**src/rtl/prll_bus_rr_arbiter.sv**
```systemverilog
// -----------------------------------------------------------------------------
// prll_bus_rr_arbiter
//
// Round-robin arbiter and sequencer for a shared parallel bus fed by DRVRS
// show-ahead driver FIFOs. Each message takes three cycles:
//   ARB  : pick the first pending driver at or after rr_ptr (wrapping)
//   POP  : pop that driver's head word into the hold register
//   PUSH : present the held word on D_push and strobe the addressed terminals
//
// Word layout: [BITS-1 -: 8] target, [BITS-9 -: 8] source, rest payload.
// A target equal to BROADCAST goes to every terminal except the source.
// Self-addressed words and unknown targets are dropped (push stays 0).
//
// Optional build macro: PRLL_ARB_DROP_CNT_EN
//   When defined, adds a 16-bit saturating drop_cnt output that counts PUSH
//   cycles in which no terminal was strobed.
// -----------------------------------------------------------------------------
module prll_bus_rr_arbiter #(
    parameter int         DRVRS     = 2,
    parameter int         BITS      = 32,
    parameter logic [7:0] BROADCAST = 8'hFF
) (
    input  logic                     clk,
    input  logic                     reset,
    input  logic [DRVRS-1:0]         pndng,
    input  logic [DRVRS*BITS-1:0]    D_pop,
    output logic [DRVRS-1:0]         pop,
    output logic [DRVRS-1:0]         push,
    output logic [BITS-1:0]          D_push,
    output logic                     busy,
    output logic [$clog2(DRVRS)-1:0] gnt_idx
`ifdef PRLL_ARB_DROP_CNT_EN
    ,
    output logic [15:0]              drop_cnt
`endif
);

    localparam int IW = $clog2(DRVRS);

    typedef logic [IW-1:0] idx_t;

    typedef enum logic [1:0] {
        ARB  = 2'd0,
        POP  = 2'd1,
        PUSH = 2'd2
    } state_e;

    // -------------------------------------------------------------------------
    // State
    // -------------------------------------------------------------------------
    state_e          state_q, state_d;
    idx_t            rr_ptr_q, rr_ptr_d;
    idx_t            gnt_idx_q, gnt_idx_d;
    logic [BITS-1:0] hold_q, hold_d;

    // -------------------------------------------------------------------------
    // Arbitration helpers
    // -------------------------------------------------------------------------
    logic [DRVRS-1:0] hi_mask;     // drivers at or above rr_ptr
    logic [DRVRS-1:0] masked;      // pending drivers at or above rr_ptr
    idx_t             win_hi;      // lowest pending index >= rr_ptr
    idx_t             win_lo;      // lowest pending index overall (wrap case)
    idx_t             winner;
    logic             any_pndng;

    // Granted driver's head word and pending flag
    logic [BITS-1:0]  head_word;
    logic             head_pndng;
    idx_t             gnt_next;    // (gnt_idx + 1) mod DRVRS

    // Push decode of the held word
    logic [7:0]       hold_tgt;
    logic [7:0]       hold_src;
    logic [DRVRS-1:0] push_vec;

    // Round-robin winner: lowest pending index at or after rr_ptr, else wrap
    // NOTE: every signal written here gets a default first, so no latch is
    // inferred on any path through the block.
    always_comb begin
        hi_mask   = '0;
        win_hi    = '0;
        win_lo    = '0;
        for (int i = 0; i < DRVRS; i++) begin
            hi_mask[i] = (idx_t'(i) >= rr_ptr_q);
        end
        masked    = pndng & hi_mask;
        any_pndng = |pndng;
        // Descending scan so the lowest qualifying index is written last.
        for (int i = DRVRS - 1; i >= 0; i--) begin
            if (masked[i]) win_hi = idx_t'(i);
            if (pndng[i])  win_lo = idx_t'(i);
        end
        winner = (|masked) ? win_hi : win_lo;
    end

    // Select the granted driver's head word and pending flag
    always_comb begin
        head_word  = '0;
        head_pndng = 1'b0;
        for (int i = 0; i < DRVRS; i++) begin
            if (gnt_idx_q == idx_t'(i)) begin
                head_word  = D_pop[i*BITS +: BITS];
                head_pndng = pndng[i];
            end
        end
        gnt_next = (gnt_idx_q == idx_t'(DRVRS - 1)) ? '0 : gnt_idx_q + idx_t'(1);
    end

    // Decode the terminal strobe vector from the held word's target/source
    always_comb begin
        hold_tgt = hold_q[BITS-1 -: 8];
        hold_src = hold_q[BITS-9 -: 8];
        push_vec = '0;
        for (int i = 0; i < DRVRS; i++) begin
            if (hold_tgt == BROADCAST) begin
                // A source outside the terminal range matches nobody, so
                // every terminal receives the broadcast.
                push_vec[i] = (hold_src != 8'(i));
            end else begin
                // Unknown targets never match an index; self-addressed
                // words are suppressed by the source comparison.
                push_vec[i] = (hold_tgt == 8'(i)) && (hold_tgt != hold_src);
            end
        end
    end

    // -------------------------------------------------------------------------
    // FSM: state register / next-state / outputs
    // -------------------------------------------------------------------------

    // State and datapath registers with synchronous active-high reset
    // NOTE: sequential state uses non-blocking assignments so every flop
    // samples its pre-edge inputs regardless of statement order.
    always_ff @(posedge clk) begin
        if (reset) begin
            state_q   <= ARB;
            rr_ptr_q  <= '0;
            gnt_idx_q <= '0;
            hold_q    <= '0;
        end else begin
            state_q   <= state_d;
            rr_ptr_q  <= rr_ptr_d;
            gnt_idx_q <= gnt_idx_d;
            hold_q    <= hold_d;
        end
    end

    // Next-state logic: ARB -> POP -> PUSH -> ARB, POP aborts if pndng drops
    always_comb begin
        state_d = state_q;
        unique case (state_q)
            ARB:     if (any_pndng) state_d = POP;
            POP:     state_d = head_pndng ? PUSH : ARB;
            PUSH:    state_d = ARB;
            default: state_d = ARB;
        endcase
    end

    // Datapath next values: latch grant in ARB, capture word and advance pointer in POP
    always_comb begin
        rr_ptr_d  = rr_ptr_q;
        gnt_idx_d = gnt_idx_q;
        hold_d    = hold_q;
        if (state_q == ARB && any_pndng) begin
            gnt_idx_d = winner;
        end
        if (state_q == POP && head_pndng) begin
            hold_d   = head_word;
            rr_ptr_d = gnt_next;
        end
    end

    // Output logic; reset forces all strobes and the bus quiet in the same cycle
    always_comb begin
        pop    = '0;
        push   = '0;
        D_push = '0;
        busy   = 1'b0;
        if (!reset) begin
            // D_push follows hold, so it keeps the last word outside PUSH.
            D_push = hold_q;
            busy   = (state_q != ARB);
            if (state_q == POP && head_pndng) begin
                for (int i = 0; i < DRVRS; i++) begin
                    pop[i] = (gnt_idx_q == idx_t'(i));
                end
            end
            if (state_q == PUSH) begin
                push = push_vec;
            end
        end
    end

    assign gnt_idx = gnt_idx_q;

`ifdef PRLL_ARB_DROP_CNT_EN
    // -------------------------------------------------------------------------
    // Dropped-message counter (saturating)
    // -------------------------------------------------------------------------
    logic [15:0] drop_cnt_q, drop_cnt_d;

    // Count PUSH cycles that strobe no terminal, holding at all-ones
    always_comb begin
        drop_cnt_d = drop_cnt_q;
        if (state_q == PUSH && push_vec == '0 && drop_cnt_q != 16'hFFFF) begin
            drop_cnt_d = drop_cnt_q + 16'd1;
        end
    end

    // Drop counter register
    always_ff @(posedge clk) begin
        if (reset) begin
            drop_cnt_q <= '0;
        end else begin
            drop_cnt_q <= drop_cnt_d;
        end
    end

    assign drop_cnt = drop_cnt_q;
`endif

endmodule
```
**config.mk**
```make
export PLATFORM = sky130hd
export DESIGN_NAME = prll_bus_rr_arbiter
export DESIGN_NICKNAME = d
export VERILOG_FILES = /design/src/rtl/prll_bus_rr_arbiter.sv
export SDC_FILE = /design/constraint.sdc
export NUM_CORES = 1
export LEC_CHECK = 0
export CORE_UTILIZATION = 41
export CTS_CLUSTER_SIZE = 24
export DETAILED_ROUTE_END_ITERATION = 12
export PLACE_DENSITY_LB_ADDON = 0.15
export SLEW_MARGIN = 5
export SYNTH_ARGS = -nofsm -noshare
export SYNTH_HDL_FRONTEND = slang
export SYNTH_SLANG_ARGS = --single-unit
```
**constraint.sdc**
```tcl
create_clock -name clk -period 2.65 [get_ports clk]
set_input_delay 0.3975 -clock clk [delete_from_list [all_inputs] [get_ports clk]]
set_output_delay 0.3975 -clock clk [all_outputs]
set_load 0.02 [all_outputs]
```
==> summary.md, run 1 <==
| Metric | Value |
|---|---|
| Pwr/cell area | `about 410 nW/um^2` |
| Max frequency | `~420 MHz` |
| Num rows | `24` |
| Syn Inst Count | `208` |
| GP Congestion | `roughly 0.82` |
| Dominant cell type by area after synthesis | `dfxtp_1` |
| CTS tree | `built` |
| CTS Buf Count | `5` |
| Skew final | `4.61 ps` |
| Max-Cap Viols | `0` |
| Clock Latency Late Sink | `between 200 and 300 ps` |
| Overflow after GRT | `0` |
| Die area | `~4800 um^2` |
| CP Max Fanout | `40` |
| Postcts setup bufs | `0` |
| CP arrival | `slightly below 2000 ps` |
| Overall Power | `between 0.001 and 0.0015 W` |
| First-pass GRT wire length | `a little over 8 mm` |
| Post-route design area | `~3000 um^2` |
| Register area share after synthesis | `between 30% and 40%` |
| WL final | `just under 5 mm` |
| Hold crit path type | `flop to flop` |
| Num Clock Sinks | `36` |
| Slew Viols, Final | `0` |
| WP buf/inv | `3` |
| Clock Pin Slew Worst Setup and Hold Paths | `roughly 70 ps` |
| Number of synthesis warnings | `0` |
| Residual DRC count | `0` |
| Starting DRT DRC Count | `55` |
| Wire per inst | `roughly 13 um` |
| Cell mode on critical path | `clkdlybuf4s50_1` |
| Cts hold-fix bufs | `0` |
| Slowest CP cell | `clkdlybuf4s50_1` |
| Crit path kind | `input pin to primary output` |
| Final hold violations | `0` |
| Largest net degree at the start of global routing | `41` |
| Final HPWL DP | `between 3 and 4 mm` |
| Period utilisation layout | `between 80% and 90%` |
| Antenna Violating Nets Remaining | `0` |
| Die height | `between 60 and 70 um` |
| Tightest Pin Transition | `roughly 420 ps` |
| Delay-heaviest family, CP | `buffers and inverters` |
| Synth top area cells | `dfxtp_1 39%, nor2b_1 9.1%, nand2_1 7.7%` |
| I/O pin cnt | `roughly 110` |
| DP Area | `between 2000 and 3000 um^2` |
| Post-cts sizing count | `0` |
| Chip width | `approximately 70 um` |
| Leak | `approximately 1.4 nW` |
| RSZ-0062 raised after global routing | `no` |
| Layout cell share with drive strength beyond 1 | `between 6 and 7%` |
| CTS root buffer | `clkbuf_8` |
| Startpoint class of the critical path | `input pin` |
| Total global-route track usage | `between 20% and 30%` |
| Asr flop ratio synth | `0%` |
| Slew HR | `between 70 and 80%` |
| Core Area | `~4400 um^2` |
| Worst stage delay on the critical path | `approximately 650 ps` |
| Top-area cell type share of the netlist area | `slightly below 40%` |
| Vias | `approximately 1800` |
| FILL cells | `365` |
| Initial Util | `42.8%` |
| Final nets | `380` |
| Initial DRT Pass Iterations | `4` |
| Layout area overhead | `63.0%` |
| Commonest non-fill, non-tap cell in the layout | `clkdlybuf4s50_1` |
| Vias in the first global route | `1822` |
| Post-synth net total | `about 280` |
| Required @ worst endpoint | `~2300 ps` |
| Storage cell area | `just over 700 um^2` |
| Initial antenna violation count | `0` |
| Routed wl met2 | `2.33 mm` |
| Post-Syn Area per Cell | `between 8 and 9 um^2` |
| Highest Signal Layer | `met4` |
| Vias per cell | `~5` |
| Routed met1 length | `2.11 mm` |
| Yosys cell types | `34` |
| Critical path endpoint category | `primary output` |
| Final setup violation count | `0` |
| Min Tclk post-route | `2370 ps` |
| Post-synth EDFFs | `0` |
| CTS max path bufs | `2` |
| Status | `completed` |
| Ant. Diodes | `0` |
| Main synth FF type | `dfxtp_1` |
| Synthesized cell area | `1860 um^2` |
| Number of port buffers | `approximately 110` |
| Final core utilization | `between 60% and 70%` |
| Setup_tns | `0 ps` |
| Area of the multi-input gates | `1080 um^2` |
| Peak supply drop | `between 0.0002 and 0.0003 V` |
| Sequence of cells on the critical path | `clkdlybuf4s50_1 > buf_12 > nor4b_4 > clkdlybuf4s50_1` |
| Metal3 WL | `around 350 um` |
| Most frequent cells in the layout | `103 x clkdlybuf4s50_1, 38 x nand2_1, 36 x dfxtp_1` |
| CTS H-tree depth | `2` |
| Synth Register Bits | `36` |
power breakdown:
| group | switching (W) | internal, W | leakage (nW) |
|---|---|---|---|
| clock | 0.000176 | 0.000178 | 0.0410 |
| combinational | 0.000114 | 0.000180 | 1.02 |
| sequential | 0.0000276 | 0.000571 | 0.293 |
| total | 0.000318 | 0.000930 | 1.35 |
registers in the layout, indices dropped and copies added (netlist names):
signal,count
hold_q,32
state_q,2
gnt_idx,1
rr_ptr_q,1
final cells by class:
| cell class | instances | area share [%] |
|---|---|---|
| timing repair buffer | 109 | 36.2 |
| clock inverter | 1 | 0.165 |
| tap | 52 | 2.14 |
| sequential | 36 | 23.7 |
| clock buffer | 6 | 2.39 |
| multi-input combinational | 160 | 35.4 |
final timing paths:
check	startpoint	to	slack (ps)	cells past startpoint
max reg2reg	gnt_idx$_SDFFE_PP0P_	hold_q[16]$_SDFFE_PP0N_	1130	4
min reg2reg	hold_q[21]$_SDFFE_PP0N_	hold_q[21]$_SDFFE_PP0N_	480	2
max	reset	pop[0]	280	4
min	hold_q[21]$_SDFFE_PP0N_	hold_q[21]$_SDFFE_PP0N_	480	2
worst register-to-register path, cell delays in order (launching register included):
cell	delay (ps)
dfxtp_1	490
mux2_2	420
a21oi_4	390
nand2_1	100
nand2_1	70
synth_stat cells (2+ instances only):
cell and instances:
nand2_1 38, nand4_1 4, nand3_1 2, buf_6 2
nor2_1 7, buf_2 5, a22o_1 16, dfxtp_1 36
nor2b_1 27, buf_4 2, and2b_1 6, nor4_1 2
xnor2_1 8, a21o_1 16, clkbuf_1 3, a22oi_1 16
cells by family (layout without fill, tap and decap cells):
logic type                after synthesis  after routing  share of synthesized area [%]
xor gates and xnor gates                8              8                           3.76
muxes                                   1              1                          0.604
buffers and inverters                  12            116                           3.96
DFF                                    36             36                           38.7
AOI/OAI and AO/OA                      56             56                           24.1
and+or+nand+nor                        95             95                           28.9
through the flow:
step,hold WS (ps),setup slack [ps],std cells
4_1_cts,488,11.4,364
3_5_place_dp,479,144,357
2_1_floorplan,452,855,208
6_report,483,284,364
5_1_grt,517,220,364
3_3_place_gp,475,119,357
metal layers:
| layer | track usage (%) | up-vias |
|---|---|---|
| met2 | 37.2 | 68 |
| met1 | 25.1 | 807 |
| met5 | 0 | - |
| met3 | 5.67 | 4 |
| li1 | - | 943 |
| met4 | 6.80 | 0 |
Note: power is estimated with default switching activity, not from simulation.
==> run 2, diff against run 1 <==
--- a/config.mk
+++ b/config.mk
@@ -5,6 +5,7 @@
 export SDC_FILE = /design/constraint.sdc
 export NUM_CORES = 1
 export LEC_CHECK = 0
+export CORE_MARGIN = 2
 export CORE_UTILIZATION = 41
 export CTS_CLUSTER_SIZE = 24
 export DETAILED_ROUTE_END_ITERATION = 12
==> run 2 against run 1 <==
- design area rose by 0.66%
- clock power up 10%
- register-to-register slack got worse by 20 ps
- via count rose by 3.2%
- non-clock buffer count grew 1
- first-iteration DRC count is 25% higher
- die area rose by 5.8%
- critical path depth is the same
- sequential power hardly changed
- highest routed layer unchanged
==> summary.md, run 2 (synthesis results as in run 1) <==
| Metric | Value |
|---|---|
| Status | `completed` |
| Cts hold-fix bufs | `0 (unchanged)` |
| Vias in the first global route | `1849 (+1.5%)` |
| Clock Pin Slew Worst Setup and Hold Paths | `70 ps (about the same)` |
| Max-Cap Viols | `0 (unchanged)` |
| Max reg flops | `32 (unchanged)` |
| Period utilisation layout | `89.9% (+0.62 points)` |
| Final nets | `381 (+0.26%)` |
| CTS Buf Count | `5 (unchanged)` |
| DP Area | `2960 um^2 (+0.25%)` |
| WP buf/inv | `3 (unchanged)` |
| Slowest CP cell | `clkdlybuf4s50_1` |
| Initial Util | `42.8% (unchanged)` |
| Die area | `5100 um^2 (+5.8%)` |
| CP arrival | `1980 ps (about the same)` |
| Final setup violation count | `0 (unchanged)` |
| Overall Power | `0.00129 W (+3.1%)` |
| Vias | `1881 (+3.2%)` |
| Final HPWL DP | `3.86 mm (+5.3%)` |
| Largest net degree at the start of global routing | `35 (-15%)` |
| Commonest non-fill, non-tap cell in the layout | `clkdlybuf4s50_1` |
| Critical path endpoint category | `primary output` |
| FILL cells | `355 (-2.7%)` |
| Wire per inst | `13.7 um (+2.7%)` |
| Num Clock Sinks | `36 (unchanged)` |
| Layout cell share with drive strength beyond 1 | `6.37% (+0.28 points)` |
| Worst stage delay on the critical path | `650 ps (about the same)` |
| First-pass GRT wire length | `8.16 mm (-1.1%)` |
| Core Area | `4350 um^2 (unchanged)` |
| Hold crit path type | `flop to flop` |
| Crit path kind | `input pin to primary output` |
| CP Max Fanout | `34 (-15%)` |
| Layout area overhead | `64.0%` |
| Starting DRT DRC Count | `69 (+25%)` |
| Slew Viols, Final | `0 (unchanged)` |
| Die height | `71.4 um (+2.9%)` |
| Antenna Violating Nets Remaining | `0 (unchanged)` |
| Ant. Diodes | `0 (unchanged)` |
| Delay-heaviest family, CP | `buffers and inverters` |
| Area of the multi-input gates | `1080 um^2 (unchanged)` |
| Num rows | `24 (unchanged)` |
| CTS H-tree depth | `2 (unchanged)` |
| Total global-route track usage | `20.0% (-1.3 points)` |
| Startpoint class of the critical path | `input pin` |
| Setup_tns | `0 ps (unchanged)` |
| Tightest Pin Transition | `427 ps (+11.8 ps)` |
| Peak supply drop | `0.000262 V (-12%)` |
| Most frequent cells in the layout | `103 x clkdlybuf4s50_1, 38 x nand2_1, 36 x dfxtp_1` |
| Chip width | `71.4 um (+2.9%)` |
| Post-route design area | `3060 um^2 (+0.66%)` |
| CTS root buffer | `clkbuf_8` |
| Pwr/cell area | `421 nW/um^2 (+2.4%)` |
| Postcts setup bufs | `0 (unchanged)` |
| Initial DRT Pass Iterations | `4 (unchanged)` |
| Initial antenna violation count | `0 (unchanged)` |
| I/O pin cnt | `106 (unchanged)` |
| CTS max path bufs | `2 (unchanged)` |
| Required @ worst endpoint | `2250 ps (about the same)` |
| CTS tree | `built` |
| RSZ-0062 raised after global routing | `no` |
| GP Congestion | `0.814 (-1.2%)` |
| Slew HR | `71.5% (-0.79 points)` |
| Storage cell area | `721 um^2 (unchanged)` |
| Clock Latency Late Sink | `280 ps (about the same)` |
| Final hold violations | `0 (unchanged)` |
| Residual DRC count | `0 (unchanged)` |
| Top flop regs | `hold_q: 32 flops, state_q: 2 flops` |
| Min Tclk post-route | `2380 ps (+16.6 ps)` |
| Biggest register | `hold_q` |
| Sequence of cells on the critical path | `clkdlybuf4s50_1 > buf_12 > nor4b_4 > clkdlybuf4s50_1` |
| Vias per cell | `5.14 (+2.7%)` |
| WL final | `5.00 mm (+3.2%)` |
| Leak | `1.36 nW (+0.69%)` |
| Max frequency | `420 MHz (-0.69%)` |
| Final core utilization | `70.2% (+0.46 points)` |
| Overflow after GRT | `0 (unchanged)` |
| Cell mode on critical path | `clkdlybuf4s50_1` |
| Number of port buffers | `105 (unchanged)` |
| Skew final | `4.45 ps (-0.153 ps)` |
## run 2: worst register-to-register path, stage by stage (launching register included)
cell and delay (ps):
dfxtp_1 480, mux2_2 420, a21oi_4 400, nand2_1 110
nand2_1 70
## run 2: worst paths after layout
kind | startpoint | endpoint | slack, ps | depth (start not counted)
max | reset | pop[0] | 270 | 4
max reg2reg | gnt_idx$_SDFFE_PP0P_ | hold_q[30]$_SDFFE_PP0N_ | 1110 | 4
min reg2reg | hold_q[21]$_SDFFE_PP0N_ | hold_q[21]$_SDFFE_PP0N_ | 480 | 2
min | hold_q[21]$_SDFFE_PP0N_ | hold_q[21]$_SDFFE_PP0N_ | 480 | 2
## run 2: metrics by stage
stage	hold WS [ps]	worst slack, ps	cells
final	481	268	366
after global placement	471	90.7	358
after CTS	485	22.9	366
after global routing	510	178	366
after floorplan	452	855	208
after detailed placement	473	144	358
## run 2: what timing repair did
action / 4_1_cts / 5_1_grt
gates resized for setup: 0 / 2
endpoints found under the setup margin: 0 / 2
endpoints found under the hold margin: 0 / 0
## run 2: cell type report
cell class	count	share of cell area, %
clock buffers	8	2.95
multi-input cells	160	35.2
flip-flops and latches	36	23.6
well taps	52	2.13
repair buffers	110	36.2
## run 2: power breakdown
| group | leakage, nW | switching [W] | internal (W) |
|---|---|---|---|
| Combinational | 1.02 | 0.000115 | 0.000181 |
| Sequential | 0.293 | 0.0000284 | 0.000571 |
| Clock | 0.0455 | 0.000179 | 0.000212 |
| Total | 1.36 | 0.000323 | 0.000964 |
## run 2: metal layers
layer / up-vias / track usage [%] / wire length [um]
li1: 948 / - / -
met1: 854 / 22.6 / 2060
met2: 69 / 34.9 / 2410
met5: - / 0 / 0
met3: 10 / 7.31 / 438
met4: 0 / 6.50 / 83
